### config.mk
export PLATFORM = sky130hd
export DESIGN_NAME = tx_dwidth_conv_flat
export DESIGN_NICKNAME = d
export VERILOG_FILES = /design/src/rtl/rifl_pkg.sv /design/src/rtl/tx_dwidth_conv_if.sv /design/src/rtl/tx_dwidth_conv_pack.sv /design/src/rtl/tx_dwidth_conv.sv /design/src/flat_wrapper.sv
export SDC_FILE = /design/constraint.sdc
export NUM_CORES = 1
export LEC_CHECK = 0
export CORE_MARGIN = 2
export CORE_UTILIZATION = 54
export DETAILED_ROUTE_END_ITERATION = 12
export PLACE_DENSITY = 0.86
export SKIP_LAST_GASP = 1
export SLEW_MARGIN = 20
export SYNTH_ARGS = -nofsm -noshare
export SYNTH_HDL_FRONTEND = slang
export SYNTH_SLANG_ARGS = --single-unit
### constraint.sdc
create_clock -name clk -period 5.1 [get_ports clk]
set_input_delay 1.02 -clock clk [delete_from_list [all_inputs] [get_ports clk]]
set_output_delay 1.02 -clock clk [all_outputs]
set_load 0.03 [all_outputs]
### src/rtl/rifl_pkg.sv
// -----------------------------------------------------------------------------
// rifl_pkg
// Shared definitions for the RIFL transmit path: frame meta codes, frame field
// positions derived from FRAME_WIDTH / PAYLOAD_WIDTH, and a byte-enable
// popcount helper used by the frame packer and the tkeep contiguity check.
// No ports (package).
// -----------------------------------------------------------------------------
package rifl_pkg;

    localparam logic [1:0] META_IDLE     = 2'b00;
    localparam logic [1:0] META_ABV      = 2'b01;
    localparam logic [1:0] META_EOP      = 2'b10;
    localparam logic [1:0] META_EOP_FULL = 2'b11;

    // The top two frame bits are left to the downstream frame-type stage,
    // so meta sits just below them and the payload follows.
    function automatic int metaMsb(input int frameWidth);
        return frameWidth - 3;
    endfunction

    function automatic int payloadMsb(input int frameWidth);
        return frameWidth - 5;
    endfunction

    function automatic int countMsb(input int frameWidth, input int payloadWidth);
        return frameWidth - 5 - payloadWidth;
    endfunction

    // Byte enables are at most 255 wide, so a 256-bit argument covers every
    // legal configuration; callers zero-extend.
    function automatic logic [8:0] popcount(input logic [255:0] v);
        logic [8:0] n;
        n = '0;
        for (int i = 0; i < 256; i++) begin
            n = n + 9'(v[i]);
        end
        return n;
    endfunction

endpackage

### src/rtl/tx_dwidth_conv_if.sv
// -----------------------------------------------------------------------------
// tx_dwidth_conv_if
// AXI-Stream payload interface feeding the RIFL transmit width converter.
//   tdata  : payload word, byte 0 in the MSBs
//   tkeep  : byte enables, MSB-contiguous
//   tlast  : end of packet
//   tvalid : word available (master drives)
//   tready : word accepted when high with tvalid (slave drives)
// Modports: master (source side), slave (converter side).
// -----------------------------------------------------------------------------
interface tx_dwidth_conv_if #(
    parameter int PAYLOAD_WIDTH = 240
) ();

    logic [PAYLOAD_WIDTH-1:0]   tdata;
    logic [PAYLOAD_WIDTH/8-1:0] tkeep;
    logic                       tlast;
    logic                       tvalid;
    logic                       tready;

    modport master (
        output tdata, tkeep, tlast, tvalid,
        input  tready
    );

    modport slave (
        input  tdata, tkeep, tlast, tvalid,
        output tready
    );

endinterface

### src/rtl/tx_dwidth_conv_pack.sv
// -----------------------------------------------------------------------------
// tx_frame_pack
// Combinational word-to-frame builder. Produces one FRAME_WIDTH frame with the
// meta code, masked payload and byte count the receive converter decodes.
//   valid_i : a word is loaded; low produces an all-zero idle frame
//   tdata_i : payload, byte 0 in the MSBs
//   tkeep_i : byte enables
//   tlast_i : end of packet
//   frame_o : assembled frame, low bits left zero for the CRC stage
// -----------------------------------------------------------------------------
module tx_frame_pack
    import rifl_pkg::*;
#(
    parameter int FRAME_WIDTH   = 256,
    parameter int PAYLOAD_WIDTH = 240
) (
    input  logic                       valid_i,
    input  logic [PAYLOAD_WIDTH-1:0]   tdata_i,
    input  logic [PAYLOAD_WIDTH/8-1:0] tkeep_i,
    input  logic                       tlast_i,
    output logic [FRAME_WIDTH-1:0]     frame_o
);

    localparam int KEEP_W      = PAYLOAD_WIDTH / 8;
    localparam int META_MSB    = metaMsb(FRAME_WIDTH);
    localparam int PAYLOAD_MSB = payloadMsb(FRAME_WIDTH);
    localparam int COUNT_MSB   = countMsb(FRAME_WIDTH, PAYLOAD_WIDTH);

    logic [PAYLOAD_WIDTH-1:0] maskedData;
    logic [1:0]               meta;
    logic [7:0]               byteCount;
    logic [8:0]               keepOnes;

    // A partial last word reports how many leading bytes are real; a full
    // last word gets its own meta code so the receiver need not count.
    always_comb begin
        frame_o    = '0;
        maskedData = '0;
        meta       = META_IDLE;
        byteCount  = '0;
        keepOnes   = popcount({{(256-KEEP_W){1'b0}}, tkeep_i});
        for (int i = 0; i < KEEP_W; i++) begin
            maskedData[8*i +: 8] = tkeep_i[i] ? tdata_i[8*i +: 8] : 8'h00;
        end
        if (valid_i) begin
            if (!tlast_i) begin
                meta      = META_ABV;
                byteCount = 8'(KEEP_W);
            end else if (&tkeep_i) begin
                meta      = META_EOP_FULL;
                byteCount = 8'(KEEP_W);
            end else begin
                meta      = META_EOP;
                byteCount = keepOnes[7:0];
            end
            frame_o[META_MSB -: 2]                = meta;
            frame_o[PAYLOAD_MSB -: PAYLOAD_WIDTH] = maskedData;
            frame_o[COUNT_MSB -: 8]               = byteCount;
        end
    end

endmodule

### src/rtl/tx_dwidth_conv.sv
// -----------------------------------------------------------------------------
// tx_dwidth_conv
// Transmit frame packer and width converter. One payload word (or an idle
// frame) becomes one FRAME_WIDTH frame, sent as FRAME_WIDTH/DWIDTH beats,
// MSB slice first, advancing only on beat_en.
//   clk, rst_n : clock, asynchronous active-low reset
//   s_axis     : AXI-Stream payload input (slave modport)
//   beat_en    : downstream consumes one beat this cycle
//   dout       : beat data
//   dout_sof   : beat is the first slice of a frame
//   dout_valid : dout/dout_sof updated this cycle (registered beat_en)
// Build option RIFL_TX_SKID_BUF_EN: adds a one-entry input buffer with a
// registered tready; otherwise tready is beat_en at a frame boundary.
// -----------------------------------------------------------------------------
module tx_dwidth_conv
    import rifl_pkg::*;
#(
    parameter int DWIDTH        = 64,
    parameter int FRAME_WIDTH   = 256,
    parameter int PAYLOAD_WIDTH = 240
) (
    input  logic              clk,
    input  logic              rst_n,
    tx_dwidth_conv_if.slave   s_axis,
    input  logic              beat_en,
    output logic [DWIDTH-1:0] dout,
    output logic              dout_sof,
    output logic              dout_valid
);

    localparam int RATIO  = FRAME_WIDTH / DWIDTH;
    localparam int CNT_W  = (RATIO > 1) ? $clog2(RATIO) : 1;
    localparam int KEEP_W = PAYLOAD_WIDTH / 8;

    logic [CNT_W-1:0]         cnt_q, cnt_d;
    logic [FRAME_WIDTH-1:0]   frame_q, frame_d;
    logic [DWIDTH-1:0]        dout_q, dout_d;
    logic                     sof_q, sof_d;
    logic                     valid_q;
    logic                     boundary;
    logic                     accept;
    logic                     packValid;
    logic [PAYLOAD_WIDTH-1:0] packData;
    logic [KEEP_W-1:0]        packKeep;
    logic                     packLast;
    logic [FRAME_WIDTH-1:0]   packedFrame;
    logic [DWIDTH-1:0]        slices [RATIO];

    assign boundary = beat_en && (cnt_q == '0);

`ifdef RIFL_TX_SKID_BUF_EN
    logic                     bufFull_q, bufFull_d;
    logic                     tready_q;
    logic [PAYLOAD_WIDTH-1:0] bufData_q;
    logic [KEEP_W-1:0]        bufKeep_q;
    logic                     bufLast_q;

    assign s_axis.tready = tready_q;
    assign accept        = s_axis.tvalid && tready_q;
    // A boundary drain and a new fill in the same cycle leave the buffer
    // full holding the newer word.
    assign bufFull_d     = accept || (bufFull_q && !boundary);
    assign packValid     = bufFull_q;
    assign packData      = bufData_q;
    assign packKeep      = bufKeep_q;
    assign packLast      = bufLast_q;

    // Skid buffer storage and the registered ready that tracks its occupancy.
    always_ff @(posedge clk or negedge rst_n) begin
        if (!rst_n) begin
            bufFull_q <= 1'b0;
            tready_q  <= 1'b0;
            bufData_q <= '0;
            bufKeep_q <= '0;
            bufLast_q <= 1'b0;
        end else begin
            bufFull_q <= bufFull_d;
            tready_q  <= !bufFull_d;
            if (accept) begin
                bufData_q <= s_axis.tdata;
                bufKeep_q <= s_axis.tkeep;
                bufLast_q <= s_axis.tlast;
            end
        end
    end
`else
    // Ready only when the word can go straight into the next frame; gated by
    // rst_n so it reads low throughout reset.
    assign s_axis.tready = rst_n && boundary;
    assign accept        = s_axis.tvalid && s_axis.tready;
    assign packValid     = accept;
    assign packData      = s_axis.tdata;
    assign packKeep      = s_axis.tkeep;
    assign packLast      = s_axis.tlast;
`endif

    tx_frame_pack #(
        .FRAME_WIDTH   (FRAME_WIDTH),
        .PAYLOAD_WIDTH (PAYLOAD_WIDTH)
    ) u_pack (
        .valid_i (packValid),
        .tdata_i (packData),
        .tkeep_i (packKeep),
        .tlast_i (packLast),
        .frame_o (packedFrame)
    );

    for (genvar k = 0; k < RATIO; k++) begin : g_slice
        assign slices[k] = frame_q[FRAME_WIDTH-1-k*DWIDTH -: DWIDTH];
    end

    // Boundary beats take slice 0 straight from the packer so the new frame
    // leaves without waiting for frame_q; later beats read the stored frame.
    always_comb begin
        cnt_d   = cnt_q;
        frame_d = frame_q;
        dout_d  = dout_q;
        sof_d   = sof_q;
        if (beat_en) begin
            cnt_d = (cnt_q == CNT_W'(RATIO-1)) ? '0 : cnt_q + CNT_W'(1);
            if (cnt_q == '0) begin
                frame_d = packedFrame;
                dout_d  = packedFrame[FRAME_WIDTH-1 -: DWIDTH];
                sof_d   = 1'b1;
            end else begin
                dout_d  = slices[cnt_q];
                sof_d   = 1'b0;
            end
        end
    end

    // Beat counter, held frame and registered outputs.
    always_ff @(posedge clk or negedge rst_n) begin
        if (!rst_n) begin
            cnt_q   <= '0;
            frame_q <= '0;
            dout_q  <= '0;
            sof_q   <= 1'b0;
            valid_q <= 1'b0;
        end else begin
            cnt_q   <= cnt_d;
            frame_q <= frame_d;
            dout_q  <= dout_d;
            sof_q   <= sof_d;
            valid_q <= beat_en;
        end
    end

    assign dout       = dout_q;
    assign dout_sof   = sof_q;
    assign dout_valid = valid_q;

    // Accepted byte enables must be a run of ones from the MSB.
    logic [8:0]        keepOnes;
    logic [KEEP_W-1:0] keepExpect;
    assign keepOnes   = popcount({{(256-KEEP_W){1'b0}}, s_axis.tkeep});
    assign keepExpect = ~({KEEP_W{1'b1}} >> keepOnes);

    assert property (@(posedge clk) disable iff (!rst_n)
        accept |-> (s_axis.tkeep == keepExpect));

endmodule

### src/flat_wrapper.sv
// flat-port wrapper written by rule: the top's interface ports become plain ports
module tx_dwidth_conv_flat import rifl_pkg::*;
#(
    parameter int DWIDTH        = 64,
    parameter int FRAME_WIDTH   = 256,
    parameter int PAYLOAD_WIDTH = 240
)
  (clk, rst_n, beat_en, dout, dout_sof, dout_valid, s_axis_tdata, s_axis_tkeep, s_axis_tlast, s_axis_tvalid, s_axis_tready);
  tx_dwidth_conv_if #(.PAYLOAD_WIDTH(PAYLOAD_WIDTH)) s_axis_i ();
  input  logic clk;
  input  logic rst_n;
  input  logic beat_en;
  output logic [DWIDTH-1:0] dout;
  output logic dout_sof;
  output logic dout_valid;
  input wire logic [$bits(s_axis_i.tdata)-1:0] s_axis_tdata;
  input wire logic [$bits(s_axis_i.tkeep)-1:0] s_axis_tkeep;
  input wire logic [$bits(s_axis_i.tlast)-1:0] s_axis_tlast;
  input wire logic [$bits(s_axis_i.tvalid)-1:0] s_axis_tvalid;
  output wire logic [$bits(s_axis_i.tready)-1:0] s_axis_tready;
  assign s_axis_i.tdata = s_axis_tdata;
  assign s_axis_i.tkeep = s_axis_tkeep;
  assign s_axis_i.tlast = s_axis_tlast;
  assign s_axis_i.tvalid = s_axis_tvalid;
  assign s_axis_tready = s_axis_i.tready;
  tx_dwidth_conv #(.DWIDTH(DWIDTH), .FRAME_WIDTH(FRAME_WIDTH), .PAYLOAD_WIDTH(PAYLOAD_WIDTH)) u_core (.clk(clk), .rst_n(rst_n), .s_axis(s_axis_i), .beat_en(beat_en), .dout(dout), .dout_sof(dout_sof), .dout_valid(dout_valid));
endmodule
Word-level counts from Yosys, hierarchy flattened. Index checks and enable logic that the tools add are counted.

Flip-flop bits (word level): 318. Input port bits: 275. Output and inout bits: 67.

$add $sub $neg: 30. Magnitude comparators: 1. Equality and inequality tests: 1. Mux-type cells: 41. Bitwise gates (word level): 1. Reduce and logical (&&, ||, !) cells: 6.

Operators with widths (number): $mux 8 (32); $mux 250 (1); $add 8x1->8 (28); $mux 64 (3); $bmux 64 s2 (1); $reduce_and 30->1 (1); $mux 2 (2); $ge 3x3->1 const B (1); $logic_and 1x1->1 (3); $not 2->3 (1); $add 1x1->2 (1); $add 2x1->2 const B (1); $eq 2x2->1 const B (1); $logic_not 2->1 (1); $mux 1 (2); $reduce_and 2->1 (1).

Longest topological paths before layout. Gate-level depths: netlist of run 1.

Word-level depth: 33. Mapped depth: 17. Gate-level depth less buffers: 17.

Cells and area by module. Synthesis of run 1 repeated with hierarchy kept, for this count alone.

Cell total of the unflattened synthesis: 1241. Area total of the unflattened synthesis: 16369.4 µm².

Modules (own cells, without submodules): tx_dwidth_conv (instances 1, cells each 858, area each 13663.1 µm², sequential area each 8107.8 µm²); tx_frame_pack (instances 1, cells each 383, area each 2706.3 µm², sequential area each 0.0 µm²).

Worst setup path after synthesis of run 1. No wires, ideal clock.

Kind: input port to flip-flop. Start point: input port s_axis_tkeep[17]. End point: register u_core.frame_q[8]. Library setup time: 139 ps. Arrival time: 5371 ps. Path slack: -410 ps. Stages on the path: 16. Path buffers: 0. Path through: fa_1 inv_1 fa_1 inv_1 fa_1 inv_1 fa_1 fa_1 fa_1 inv_1 ha_1 fa_1 and3_1 or3_1 a32oi_1 o21ai_0.

Word-level cells in the longest chain between the ends: 16.

RTL lines: start, declared (RTL line flat_wrapper.sv:17) `input wire logic [$bits(s_axis_i.tkeep)-1:0] s_axis_tkeep;`; $add 8x1->8 (13 in series); $mux 8 (*) (RTL line tx_dwidth_conv_pack.sv:49) `end else if (&tkeep_i) begin`; $mux 8 (*) (RTL line tx_dwidth_conv_pack.sv:46) `if (!tlast_i) begin`; $mux 250 (*) (RTL line tx_dwidth_conv_pack.sv:45) `if (valid_i) begin`; end signal, assigned (RTL line tx_dwidth_conv.sv:142) `frame_q <= frame_d;`; end, declared (RTL line tx_dwidth_conv.sv:36) `logic [FRAME_WIDTH-1:0] frame_q, frame_d;`.

Every way passes the cells marked *; elsewhere a longest branch is shown, timed or not. A chain may end at the register's enable or synchronous reset.

Worst setup path after layout of run 1.
Start point: input port s_axis_tkeep[3]. End point: register u_core.frame_q[8].

Word-level cells in the longest chain between the ends: 30.

RTL lines (RTL line): $add 8x1->8 (27 in series); $mux 8 (*) (tx_dwidth_conv_pack.sv:49); $mux 8 (*) (tx_dwidth_conv_pack.sv:46); $mux 250 (*) (tx_dwidth_conv_pack.sv:45).

Marked as above.

==> results of run 1 <==
-- per-stage QoR --
stage,area [um2],std cells,setup slack (ps),total power (uW)
2_1_floorplan,14200,1164,-307,5320
3_3_place_gp,17900,1811,-994,6290
3_5_place_dp,17900,1811,-1040,6430
4_1_cts,19100,1883,-213,9060
5_1_grt,19100,1890,-206,9520
6_report,19100,1893,-114,9070
-- power by group --
part           switching [uW]  internal (uW)
clock network            1010           1480
logic                    1610           1600
registers                 365           3010
total                    2980           6090
-- metal layers --
layer	GRT usage [%]	vias to the layer above
met5	0	-
met4	12.7	10
met3	8.32	111
met2	51.1	508
met1	39.5	5771
li1	-	4867
-- Yosys cell counts, drive strengths merged (7+ instances only) --
master    n
and2      7
nor2b    63
nor2     35
dfrtp   316
o21ai    15
a21oi    72
a22o    187
ha       11
buf      47
inv      52
mux4     56
mux2i     9
nand4     7
nand2   225
fa       22
clkbuf   19
-- how the worst max path moves through the flow --
stage,start,to,slack (ps)
after global placement,s_axis_tkeep[17],u_core.frame_q[8]$_DFFE_PN0P_,-990
after detailed placement,s_axis_tkeep[0],u_core.frame_q[8]$_DFFE_PN0P_,-1040
after CTS,s_axis_tkeep[17],u_core.frame_q[8]$_DFFE_PN0P_,-210
after floorplan,s_axis_tkeep[17],u_core.frame_q[8]$_DFFE_PN0P_,-310
final,s_axis_tkeep[3],u_core.frame_q[8]$_DFFE_PN0P_,-110
after global routing,s_axis_tkeep[17],u_core.frame_q[8]$_DFFE_PN0P_,-210
-- layout make-up --
cell class,instances,area [um2]
Fill cell,1720,6790
Clock inverter,11,114
Clock buffer,52,1010
Sequential cell,316,7920
Inverter,52,195
Multi-Input combinational cell,730,5710
Antenna cell,9,22.5
Timing Repair Buffer,388,3730
Tap cell,335,419
-- critical path: stages --
cell,delay [ps]
buf_2,100
inv_2,50
fa_2,620
fa_2,460
fa_2,540
fa_1,430
fa_1,470
fa_1,560
inv_2,50
ha_4,160
fa_2,360
and3_4,180
or3_1,300
a32oi_1,170
o21ai_1,90
-- flip-flops by register name, summed over array words and instances (netlist names) --
name and flops:
u_core.frame_q 248, u_core.dout 64, u_core.cnt_q 2, u_core.dout_sof 1, u_core.dout_valid 1
-- logic make-up after synthesis --
kind of cell | Yosys count | share of synthesized area (%)
mux | 65 | 9.59
compound gates | 285 | 15.2
fa+ha+maj | 33 | 4.08
buf+inv | 118 | 4.16
xor+xnor | 1 | 0.0618
flops | 316 | 55.8
simple gates | 346 | 11.0
-- repair_timing --
| item | CTS | global route |
|---|---|---|
| resized for setup | 75 | 6 |
| pin swaps | 18 | 12 |
| gates cloned | 0 | 0 |
| setup buffers | 10 | 1 |
| setup endpoints to repair | 5 | 3 |
==> flow_metrics.env, run 1 <==
export IMPL_cp_end_kind="flop"
export IMPL_worstReg2RegStart="u_core.cnt_q[0]$_DFFE_PN0P_"
export IMPL_drt_first_iter_violations=1013
export IMPL_fin_worst_setup_slack_ps=-114
export IMPL_violations="negative setup slack"
export IMPL_max_vdd_ir_drop_mv=0.430
export IMPL_run_status="finished with violations"
export IMPL_rsz0062_at_grt="yes"
export IMPL_critical_path_arrival_ps=5560
export IMPL_relSlewSlack_pct=29.1
export IMPL_endpoint_of_the_worst_slack_reg_to_reg_timing_path="u_core.frame_q[6]$_DFFE_PN0P_"
export IMPL_synthDistinctLibCells=37
export IMPL_top_layer="met5"
export IMPL_clk_pin_slew_worst_setup_hold_paths_ps=60
export IMPL_floorplan_die_height_um=166
export IMPL_post_route_period_util_pct=102
export IMPL_cp_max_fo=2
export IMPL_postSynthNetCount=1472
export IMPL_setup_tns_ps=-198
export IMPL_routed_wl_met3_um=3330
export IMPL_reg2regPathDepth=6
export IMPL_drt_drc_violations_left=0
export IMPL_placementRows=59
export IMPL_syn_inst=1164
export IMPL_worst_slew_pin_slew_ps=1060
export IMPL_maxClockFrequency_mhz=192
export IMPL_report_final_setup_viol=2
export IMPL_finish_net_count=1831
export IMPL_ctsRootBufferMaster="clkbuf_16"
export IMPL_grt_pass1_vias=11900
export IMPL_fin_worst_hold_slack_ps=354
export IMPL_number_of_antenna_violations_at_the_first_check_in_global_routing=14
export IMPL_flip_flop_and_latch_count_after_synthesis=316
export IMPL_global_route_usage_total_pct=31.1
export IMPL_h_tree_depth=2
export IMPL_ys_warnings_count=0
export IMPL_tritoncts="done"
export IMPL_synth_seq_area_share_pct=55.8
export IMPL_detail_route_antenna_nets=0
export IMPL_synth_top_area_share_pct=55.8
export IMPL_worstSetupStartpointType="primary input"
export IMPL_final_hold_viol_count=0
export IMPL_dr_pass1_iters=5
export IMPL_drv_max_cap_violation_count=0
export IMPL_grt_overflow=0
export IMPL_yosys_most_used_dff="dfrtp_1"
export IMPL_flow_area_growth_from_synthesis_pct=35.0
export IMPL_ys_async_sr_fraction_pct=100
export IMPL_yosys_top_cells_area="dfrtp_1 (56%), a22o_1 (12%), mux4_2 (8.6%)"
export IMPL_ioPinCount=342
export IMPL_final_cell_mix="clkdlybuf4s50_1 (323), dfrtp_1 (314), nand2_1 (224), a22o_1 (187), a21oi_1 (72)"
export IMPL_layout_cells_most_common="clkdlybuf4s50_1"
export IMPL_floorplan_die_width_um=166
export IMPL_met2_wirelength_um=20900
export IMPL_initial_core_util_pct=54.7
export IMPL_avgSynthCellArea_um2=12.2
export IMPL_timing_max_transition_violations_final=0
export IMPL_cts_buffer_depth=3
export IMPL_tritoncts_num_buffers=35
export IMPL_crit_required_ps=5450
export IMPL_route_final_wire_length_um=42700
export IMPL_final_min_clock_period_ps=5210
export IMPL_clock_skew_final_ps=17.7
export IMPL_worst_skew_pair_late_latency_ps=510
export IMPL_via_count=11300
export IMPL_worstSetupPathType="in -> reg"
export IMPL_final_core_util_pct=73.8
export IMPL_avgViaCountPerCell=5.95
export IMPL_cell_type_with_the_highest_aggregate_area_in_the_netlist="dfrtp_1"
export IMPL_port_buffer_count=341
export IMPL_power_density_mw_per_mm2=474
export IMPL_dp_final_hpwl_um=29100
export IMPL_wire_length_of_the_first_global_routing_pass_um=66900
export IMPL_maximum_number_of_pins_on_one_net_before_global_route_repair=190
export IMPL_layout_cell_share_with_drive_strength_beyond_1_pct=13.9
export IMPL_p_leak_uw=0.00920
export IMPL_finalWeightedCongestion=0.881
export IMPL_detail_route_wl_per_cell_um=22.5
export IMPL_min_delay_path_class="in -> async"
export IMPL_post_synthesis_instance_area_mm2=0.0142
export IMPL_hold_buffers=0
export IMPL_core_mm2=0.0259
export IMPL_full_die_area_mm2=0.0275
export IMPL_met1_length_um=16600
export IMPL_reg2reg_slack_ps=1960
export IMPL_tritoncts_num_sinks=316
export IMPL_synth_enable_flop_cells=0
(Power assumes the default switching activity.)
==> run 2, diff against run 1 <==
Settings changed: CELL_PAD_IN_SITES_DETAIL_PLACEMENT set to 1, CELL_PAD_IN_SITES_GLOBAL_PLACEMENT set to 1, CORE_UTILIZATION 54 to 39, PLACE_DENSITY 0.86 to unset, PLACE_DENSITY_LB_ADDON set to 0.1.
Clock period 5.1 ns to 5.6 ns, I/O delays scaled along.
==> run 2 against run 1 <==
The flow now finishes without violations. Clock skew fell by 9.5 ps. Critical path type unchanged. Sequential power fell by 8.6%. Critical endpoint unchanged. First-iteration DRC count fell by 52%.
==> flow_metrics.env, run 2 (synthesis results as in run 1) <==
export IMPL_run_status="finished clean"
export IMPL_final_core_util_pct=54.4
export IMPL_full_die_area_mm2=0.0379
export IMPL_post_route_period_util_pct=97.1
export IMPL_worst_skew_pair_late_latency_ps=530
export IMPL_critical_path_most_common_cell="fa_1"
export IMPL_port_buffer_count=341
export IMPL_finalWeightedCongestion=0.814
export IMPL_detail_route_wl_per_cell_um=23.2
export IMPL_post_cts_repair_setup_buffers=0
export IMPL_final_hold_viol_count=0
export IMPL_final_cell_mix="clkdlybuf4s50_1 (324), dfrtp_1 (314), nand2_1 (224), a22o_1 (187), a21oi_1 (72)"
export IMPL_min_delay_path_class="reg -> reg"
export IMPL_worstReg2RegStart="u_core.cnt_q[0]$_DFFE_PN0P_"
export IMPL_cell_family_with_most_cp_delay="adder cells"
export IMPL_maximum_number_of_pins_on_one_net_before_global_route_repair=121
export IMPL_detail_route_antenna_nets=0
export IMPL_hold_buffers=0
export IMPL_clock_skew_final_ps=8.22
export IMPL_crit_required_ps=5980
export IMPL_floorplan_die_height_um=195
export IMPL_endpoint_of_the_worst_slack_reg_to_reg_timing_path="u_core.dout[3]$_DFFE_PN0P_"
export IMPL_report_final_setup_viol=0
export IMPL_tritoncts="done"
export IMPL_flow_area_growth_from_synthesis_pct=36.9
export IMPL_reg2reg_slack_ps=2620
export IMPL_tritoncts_num_buffers=38
export IMPL_postLayoutCellArea_mm2=0.0194
export IMPL_layout_cells_most_common="clkdlybuf4s50_1"
export IMPL_placed_cell_area_mm2=0.0181
export IMPL_cp_end_kind="flop"
export IMPL_avgViaCountPerCell=5.40
export IMPL_cp_slowest_stage_delay_ps=510
export IMPL_number_of_antenna_violations_at_the_first_check_in_global_routing=14
export IMPL_floorplan_die_width_um=195
export IMPL_rsz0062_at_grt="no"
export IMPL_place_worst_setup_slack_ps=-789
export IMPL_timing_max_transition_violations_final=0
export IMPL_grt_pass1_vias=12300
export IMPL_final_min_clock_period_ps=5440
export IMPL_layout_cell_share_with_drive_strength_beyond_1_pct=12.1
export IMPL_largest_register_ff_count=248
export IMPL_reg2regPathDepth=7
export IMPL_drt_first_iter_violations=487
export IMPL_cp_slowest_cell="fa_1"
export IMPL_worstSetupStartpointType="primary input"
export IMPL_min_delay_worst_endpoint="u_core.frame_q[197]$_DFFE_PN0P_"
export IMPL_wire_length_of_the_first_global_routing_pass_um=73100
export IMPL_initial_core_util_pct=39.7
export IMPL_setup_tns_ps=0
export IMPL_crit_chain="clkdlybuf4s15_1, inv_1, fa_1, fa_1, inv_1, fa_1, inv_1, fa_1, fa_1, fa_1, inv_1, ha_2, fa_2, and3_4, or3_1, a32oi_1, o21ai_1"
export IMPL_via_count=10900
export IMPL_grt_overflow=0
export IMPL_dr_pass1_iters=5
export IMPL_tritoncts_num_sinks=316
export IMPL_fillCellCount=3687
export IMPL_drt_drc_violations_left=0
export IMPL_drv_max_cap_violation_count=0
export IMPL_ioPinCount=342
export IMPL_global_route_usage_total_pct=25.2
export IMPL_min_delay_path_depth=2
export IMPL_h_tree_depth=2
export IMPL_dp_final_hpwl_um=32200
export IMPL_total_power_uw=8360
export IMPL_max_vdd_ir_drop_mv=0.297
export IMPL_worstSetupPathType="in -> reg"
export IMPL_cts_buffer_depth=3
export IMPL_relSlewSlack_pct=32.7
export IMPL_p_leak_uw=0.00925
export IMPL_worst_slew_pin_slew_ps=1010
export IMPL_ctsRootBufferMaster="clkbuf_16"
export IMPL_clk_pin_slew_worst_setup_hold_paths_ps=60
export IMPL_core_mm2=0.0357
export IMPL_cp_max_fo=2
export IMPL_power_density_mw_per_mm2=431
export IMPL_maxClockFrequency_mhz=184
export IMPL_finish_net_count=1824
export IMPL_worstHoldStart="u_core.frame_q[197]$_DFFE_PN0P_"
export IMPL_max_flop_register="u_core.frame_q"
export IMPL_route_final_wire_length_um=46900
export IMPL_critical_path_arrival_ps=5820
export IMPL_placementRows=69
export IMPL_crit_buf_inv=5
export IMPL_fin_worst_setup_slack_ps=164
-- run 2: changes by cell type in the layout (fill, tap and decap cells not counted), moves of 7 or more --
cell / change
buf_2: -11
dlygate4sd2_1: +11
inv_1: +7
clkbuf_8: +7
buf_4: -9
inv_2: -7
-- run 2: layout make-up --
class	count	area [um2]	area share, %
Tap cell	461	577	2.97
Sequential cell	316	7920	40.8
Clock inverter	4	45.0	0.232
Inverter	52	195	1.01
Multi-Input combinational cell	730	5700	29.4
Antenna cell	10	25.0	0.129
Timing Repair Buffer	378	3730	19.2
Clock buffer	65	1220	6.27
-- run 2: worst max-delay path by stage --
stage / slack (ps) / to / start / cells past startpoint
6_report: 160 / u_core.frame_q[8]$_DFFE_PN0P_ / s_axis_tkeep[27] / 17
5_1_grt: 4 / u_core.frame_q[8]$_DFFE_PN0P_ / s_axis_tkeep[27] / 17
4_1_cts: 10 / u_core.frame_q[8]$_DFFE_PN0P_ / s_axis_tkeep[17] / 17
3_5_place_dp: -790 / u_core.frame_q[8]$_DFFE_PN0P_ / s_axis_tkeep[1] / 16
3_3_place_gp: -750 / u_core.frame_q[8]$_DFFE_PN0P_ / s_axis_tkeep[0] / 15
2_1_floorplan: 10 / u_core.frame_q[8]$_DFFE_PN0P_ / s_axis_tkeep[17] / 16
-- run 2: stage by stage --
step / instances / hold WS (ps)
after CTS: 2006 / 483
final: 2016 / 475
after detailed placement: 1937 / 460
after global placement: 1937 / 451
after global routing: 2013 / 496
after floorplan: 1164 / 438
-- run 2: what timing repair did --
item	CTS	global route
pin swaps	13	5
setup endpoints to repair	2	1
gates cloned	0	0
gates resized for setup	31	1
-- run 2: per-layer routing --
metal  vias up  GRT usage (%)  part of all wire (%)
li1       4849              -                     -
met3        75           5.73                   6.0
met1      5647           32.8                    42
met5         -              0                  0.11
met2       302           41.7                    49
met4         8           8.49                   2.9
-- run 2: worst reg2reg max path, delay by kind of cell, from the launching register on --
family,cells,cell delay [ps]
AO/OA/AOI/OAI,2,280
adder cells (fa/ha/maj),1,410
buffers and inverters,2,500
flip-flops,1,730
AND/OR/NAND/NOR,2,980
-- run 2: power breakdown --
part           switching (uW)  total [uW]  internal (uW)
clock network             953        2470           1520
logic                    1440        2800           1370
registers                 344        3090           2750
==> run 3, diff against run 2 <==
Settings changed: GPL_TIMING_DRIVEN set to 0.
==> run 3 against run 2 <==
Utilization grew 0.20 points. Clock power shrank 4%. Sequential share of layout area shrank 0.19 points. Maximum frequency shrank 0.34%. Global-route usage grew 1.3 points. Worst hold slack gained 3.0 ps. Die area is the same. Clock skew grew 11 ps. Critical endpoint unchanged.
==> flow_metrics.env, run 3 (synthesis results as in run 1) <==
export IMPL_run_status="finished clean"
export IMPL_tritoncts="done"
export IMPL_grt_pass1_vias=12400
export IMPL_drt_first_iter_violations=569
export IMPL_post_route_period_util_pct=97.4
export IMPL_floorplan_die_width_um=195
export IMPL_global_route_usage_total_pct=26.5
export IMPL_layout_cell_share_with_drive_strength_beyond_1_pct=12.7
export IMPL_fillCellCount=3734
export IMPL_avgViaCountPerCell=5.43
export IMPL_power_density_mw_per_mm2=431
export IMPL_critical_path_most_common_cell="fa_1"
export IMPL_worstHoldStart="u_core.frame_q[251]$_DFFE_PN0P_"
export IMPL_initial_core_util_pct=39.7
export IMPL_min_delay_path_depth=2
export IMPL_power_switching_fraction_pct=33.7
export IMPL_crit_buf_inv=3
export IMPL_max_flop_register="u_core.frame_q"
export IMPL_fraction_of_power_consumed_by_combinational_cells_pct=35.8
export IMPL_port_buffer_count=341
export IMPL_worst_slew_pin_slew_ps=890
export IMPL_wire_length_of_the_first_global_routing_pass_um=75800
export IMPL_tritoncts_num_sinks=316
export IMPL_maxClockFrequency_mhz=183
export IMPL_cts_buffer_depth=3
export IMPL_ctsRootBufferMaster="clkbuf_16"
export IMPL_placementRows=69
export IMPL_cp_max_fo=2
export IMPL_finish_net_count=1856
export IMPL_crit_chain="dlygate4sd2_1, inv_2, fa_1, fa_1, fa_1, fa_1, fa_2, fa_1, inv_1, ha_2, fa_2, and3_1, or3_1, a32oi_1, o21ai_1"
export IMPL_largest_register_ff_count=248
export IMPL_dp_final_hpwl_um=35700
export IMPL_max_vdd_ir_drop_mv=0.322
export IMPL_finalWeightedCongestion=0.829
export IMPL_rsz0062_at_grt="no"
export IMPL_cp_slowest_cell="fa_1"
export IMPL_detail_route_antenna_nets=0
export IMPL_drv_max_cap_violation_count=0
export IMPL_cell_family_with_most_cp_delay="adder cells"
export IMPL_reg2reg_slack_ps=2740
export IMPL_flow_area_growth_from_synthesis_pct=37.4
export IMPL_critical_path_depth=15
export IMPL_min_delay_path_class="reg -> reg"
export IMPL_critPathCapture="u_core.frame_q[8]$_DFFE_PN0P_"
export IMPL_final_min_clock_period_ps=5450
export IMPL_share_clk_of_total_power_pct=28.3
export IMPL_critPathLaunch="s_axis_tkeep[13]"
export IMPL_final_hold_viol_count=0
export IMPL_critical_path_arrival_ps=5820
export IMPL_cp_slowest_stage_delay_ps=560
export IMPL_core_mm2=0.0357
export IMPL_grt_overflow=0
export IMPL_endpoint_of_the_worst_slack_reg_to_reg_timing_path="u_core.dout[54]$_DFFE_PN0P_"
export IMPL_switching_power_uw=2830
export IMPL_crit_required_ps=5970
export IMPL_fin_worst_setup_slack_ps=146
export IMPL_floorplan_die_height_um=195
export IMPL_detail_route_wl_per_cell_um=24.1
export IMPL_dr_pass1_iters=4
export IMPL_report_final_setup_viol=0
export IMPL_layout_cells_most_common="clkdlybuf4s50_1"
export IMPL_clk_pin_slew_worst_setup_hold_paths_ps=60
export IMPL_place_worst_setup_slack_ps=-818
export IMPL_timing_max_transition_violations_final=0
export IMPL_p_seq_share_pct=35.9
export IMPL_worstSetupStartpointType="primary input"
export IMPL_via_count=11100
export IMPL_ioPinCount=342
export IMPL_worstReg2RegStart="u_core.cnt_q[0]$_DFFE_PN0P_"
export IMPL_fin_worst_hold_slack_ps=478
export IMPL_relSlewSlack_pct=40.4
export IMPL_p_int_uw=5560
export IMPL_reg2regPathDepth=9
export IMPL_clock_skew_final_ps=19.3
export IMPL_h_tree_depth=2
export IMPL_drt_drc_violations_left=0
export IMPL_maximum_number_of_pins_on_one_net_before_global_route_repair=86
export IMPL_final_cell_mix="clkdlybuf4s50_1 (325), dfrtp_1 (316), nand2_1 (225), a22o_1 (187), a21oi_1 (72)"
export IMPL_tritoncts_num_buffers=37
export IMPL_full_die_area_mm2=0.0379
export IMPL_route_final_wire_length_um=49500
export IMPL_p_leak_uw=0.00928
export IMPL_cp_end_kind="flop"
export IMPL_number_of_antenna_violations_at_the_first_check_in_global_routing=23
export IMPL_worstSetupPathType="in -> reg"
export IMPL_worst_skew_pair_late_latency_ps=520
[run 3: cell types whose count changed in the layout (fill, tap and decap cells not counted), moves of 2 or more]
cell	change
buf_2	+43
buf_4	-33
clkbuf_1	+18
diode_2	+5
inv_1	-4
inv_2	+4
buf_16	+3
buf_6	+2
clkbuf_16	-2
clkbuf_8	-2
dfrtp_1	+2
dfrtp_4	-2
[run 3: what timing repair did]
action	CTS	global route
pin swaps	11	7
endpoints found under the hold margin	0	0
hold buffers	0	0
setup endpoints to repair	2	1
buffers inserted	1	0
resized for setup	36	6
[run 3: layer usage]
metal  up-vias  wire [um]  GRT usage (%)
met3        88       2800           5.47
met4        14       1250           8.15
met1      5807      20900           34.7
li1       4924          -              -
met5         -         80              0
met2       316      24400           44.4
[run 3: layout make-up]
cell class	count	area, um2	area share, %
tap	461	577	2.96
clock buffer	60	1130	5.83
timing repair buffer	345	3480	17.9
sequential	316	7910	40.6
inverter	52	195	1.00
buffer	66	394	2.02
multi-input combinational	730	5680	29.2
antenna	15	37.5	0.193
clock inverter	7	67.6	0.347
[run 3: tightest hold or removal path, delay by kind of cell, from the launching register on]
family | cells | cell delay [ps]
AND/OR/NAND/NOR | 2 | 100
flip-flops | 1 | 340
[run 3: power by group through the flow]
| stage | sequential, uW | combinational [uW] | clock, uW |
|---|---|---|---|
| 5_1_grt | 3070 | 3280 | 2520 |
| 3_5_place_dp | 3040 | 2970 | 0 |
| 3_3_place_gp | 3030 | 2910 | 0 |
| 4_1_cts | 3010 | 3030 | 2430 |
| 2_1_floorplan | 3180 | 1660 | 0 |
| 6_report | 3010 | 3000 | 2380 |
[run 3: how the worst min path moves through the flow]
stage	to
5_1_grt	u_core.frame_q[244]$_DFFE_PN0P_
4_1_cts	u_core.frame_q[251]$_DFFE_PN0P_
6_report	u_core.frame_q[251]$_DFFE_PN0P_
2_1_floorplan	u_core.frame_q[196]$_DFFE_PN0P_
3_5_place_dp	u_core.frame_q[197]$_DFFE_PN0P_
3_3_place_gp	u_core.frame_q[226]$_DFFE_PN0P_
[run 3: stage by stage]
step	instance area, um2	util [%]	cells	setup TNS (ps)	power (uW)
after floorplan	14200	-	1164	0	4830
after global placement	18200	50.9	1966	-6406430	5930
after detailed placement	18200	51.2	1969	-2660	6010
after CTS	19400	54.5	2037	0	8470
after global routing	19500	54.6	2048	0	8860
final	19500	54.6	2052	0	8390
==> RTL change: new RTL, settings of run 3 <==
`FRAME_WIDTH` is set to 256 in 3 places; all go to 512.
--- a/src/rtl/tx_dwidth_conv_pack.sv
+++ b/src/rtl/tx_dwidth_conv_pack.sv
@@ -11,7 +11,7 @@
 module tx_frame_pack
     import rifl_pkg::*;
 #(
-    parameter int FRAME_WIDTH   = 256,
+    parameter int FRAME_WIDTH   = 512,
     parameter int PAYLOAD_WIDTH = 240
 ) (
     input  logic                       valid_i,
--- a/src/rtl/tx_dwidth_conv.sv
+++ b/src/rtl/tx_dwidth_conv.sv
@@ -16,7 +16,7 @@
     import rifl_pkg::*;
 #(
     parameter int DWIDTH        = 64,
-    parameter int FRAME_WIDTH   = 256,
+    parameter int FRAME_WIDTH   = 512,
     parameter int PAYLOAD_WIDTH = 240
 ) (
     input  logic              clk,
--- a/src/flat_wrapper.sv
+++ b/src/flat_wrapper.sv
@@ -2,7 +2,7 @@
 module tx_dwidth_conv_flat import rifl_pkg::*;
 #(
     parameter int DWIDTH        = 64,
-    parameter int FRAME_WIDTH   = 256,
+    parameter int FRAME_WIDTH   = 512,
     parameter int PAYLOAD_WIDTH = 240
 )
   (clk, rst_n, beat_en, dout, dout_sof, dout_valid, s_axis_tdata, s_axis_tkeep, s_axis_tlast, s_axis_tvalid, s_axis_tready);
Check against the original RTL: not settled (the Yosys comparison gave no result); the edit may change what the design does.
==> RTL change against run 3 <==
  * Global-route usage rose by 1.9 points
  * Synthesized area increased by 3.3%
  * Non-clock buffer count up 40
  * Power is 0.16% lower
  * Routed wire length is 11% higher
  * Critical path depth is 2 higher
  * Setup slack improved by 0.0092 ns
  * Via count up 7.4%
  * Sequential cell count up 1
  * Cell area is 1.7% higher
  * Sequential share of layout area down 0.55 points
  * Critical path type unchanged
  * Critical endpoint is now u_core.frame_q[264]$_DFFE_PN0P_
==> RTL change: results (changes against run 3) <==
- Hold_sp: u_core.frame_q[356]$_DFFE_PN0P_
- Placement Cell Area: 18570 sq um (+1.8%)
- First-pass GRT wire length: 81850 um (+8.0%)
- P_sw: 2.828 mW (-0.13%)
- Post-DR wirelength/cell: 27.30 um (+13%)
- Via count: 11980 (+7.4%)
- Placed Instances: 1936 (-1.7%)
- Slew HR: 40.75% (+0.30 points)
- Skew final: 0.01723 ns (-0.002075 ns)
- All-layer global routing usage: 28.37% (+1.9 points)
- Drt via density: 5.968 (+9.8%)
- Initial antenna violation count: 6 (-74%)
- Netlist cell types: 40 (+8.1%)
- Synth Area in Compound Gates: 18.82% (+3.6 points)
- Multiplexer share of the synthesized area: 9.313% (-0.28 points)
- Synth warn: 0 (unchanged)
- Pre-CTS WS: -0.9115 ns (-0.09353 ns)
- Nets: 1817 (-2.1%)
- Sequential element share of the synthesized area: 54.22% (-1.6 points)
- Leakage: 8.712 nW (-6.2%)
- Mapped Cells: 1144 (-1.7%)
- Synth Area in Adders: 4.037% (-0.044 points)
- Max stage delay on crit path: 0.54 ns (-0.02 ns)
- CP startpoint: s_axis_tkeep[17]
- Initial drt markers: 899 (+58%)
- Reg-to-reg startpoint: u_core.cnt_q[1]$_DFFE_PN0P_
- Vias in the first global route: 13090 (+5.6%)
- Largest net degree at the start of global routing: 95 (+10%)
- Port bufs: 321 (-5.9%)
- Post-Syn Nets: 1453 (-1.3%)
- Synth Area in XOR/XNOR: 0.05986% (-0.0020 points)
- Synth top cells by count: dfrtp_1 (317), a32o_1 (212), nand3_1 (94)
- Max VDD drop: 0.0002714 V (-16%)
- Status: completed
- Synth top area cells: dfrtp_1 (54%), a32o_1 (15%), mux4_2 (8.6%), nand3_1 (3.2%), fa_1 (3.0%)
- GP Congestion: 0.8006 (-3.4%)
==> RTL change: cell types whose count changed after synthesis, moves of 12 or more <==
cell      delta
clkbuf_1    +35
a32oi_1     +31
buf_2       +12
nor2_1      +20
nand2b_1    +29
nand2_1    -159
a21oi_1     -37
a32o_1     +211
a22o_1     -186
nand3_1     +92
nor2_2      -20
nor2b_1     -63
==> RTL change: stage by stage <==
step | hold WS, ns | setup TNS (ns)
2_1_floorplan | 0.4420 | -0.1138
3_3_place_gp | 0.4589 | -6484.32
3_5_place_dp | 0.4640 | -3.400
4_1_cts | 0.4855 | 0
5_1_grt | 0.4950 | 0
6_report | 0.4863 | 0
==> RTL change: layout make-up <==
cell class / instances / area [sq um]
Fill cell: 3800 / 16990
Sequential cell: 317 / 7933
Multi-Input combinational cell: 648 / 5889
Timing Repair Buffer: 326 / 3301
Clock buffer: 49 / 1051
Buffer: 125 / 699.4
Tap cell: 468 / 585.6
Inverter: 53 / 198.9
Clock inverter: 15 / 125.1
Antenna cell: 6 / 15.01
==> RTL change: repair_timing <==
item                       CTS  global route
setup buffers                2             0
gates resized for setup     17            17
pin swaps                    8             6
gates cloned                 0             0
hold buffers                 0             0
setup endpoints to repair    4             2
==> RTL change: worst paths after layout <==
path / endpoint / depth (start not counted) / slack, ns
worst max-delay path: u_core.frame_q[264]$_DFFE_PN0P_ / 17 / 0.16
worst min-delay path: u_core.frame_q[356]$_DFFE_PN0P_ / 1 / 0.49
worst max register to register: u_core.frame_q[263]$_DFFE_PN0P_ / 10 / 2.35
worst min register to register: u_core.frame_q[356]$_DFFE_PN0P_ / 1 / 0.49
max in group asynchronous: u_core.frame_q[278]$_DFFE_PN0P_ / 3 / 3.66
min in group asynchronous: u_core.dout[54]$_DFFE_PN0P_ / 1 / 0.59
==> RTL change: logic make-up (layout without fill, tap and decap cells) <==
kind of cell               after synthesis  in the layout
DFF                                    317            317
AOI/OAI and AO/OA                      304            304
and+or+nand+nor                        243            243
buffers and inverters                  179            568
muxes                                   66             66
adders and majority gates               34             34
xor gates and xnor gates                 1              1
other                                    0              6
==> RTL change: routing by layer <==
layer	wire, um	GRT usage (%)	vias to the layer above
met3	3011	4.149	87
met2	27210	48.11	432
met5	0	0	-
met4	1662	10.30	0
met1	22910	37.15	6288
li1	-	-	5170
==> RTL change: power by group through the flow <==
| stage | Sequential, mW | Combinational [mW] | Clock, mW |
|---|---|---|---|
| 2_1_floorplan | 3.20 | 1.73 | 0 |
| 3_3_place_gp | 3.15 | 2.78 | 0 |
| 3_5_place_dp | 3.17 | 2.84 | 0 |
| 4_1_cts | 3.14 | 2.88 | 2.41 |
| 5_1_grt | 3.20 | 3.11 | 2.51 |
| 6_report | 3.15 | 2.86 | 2.37 |
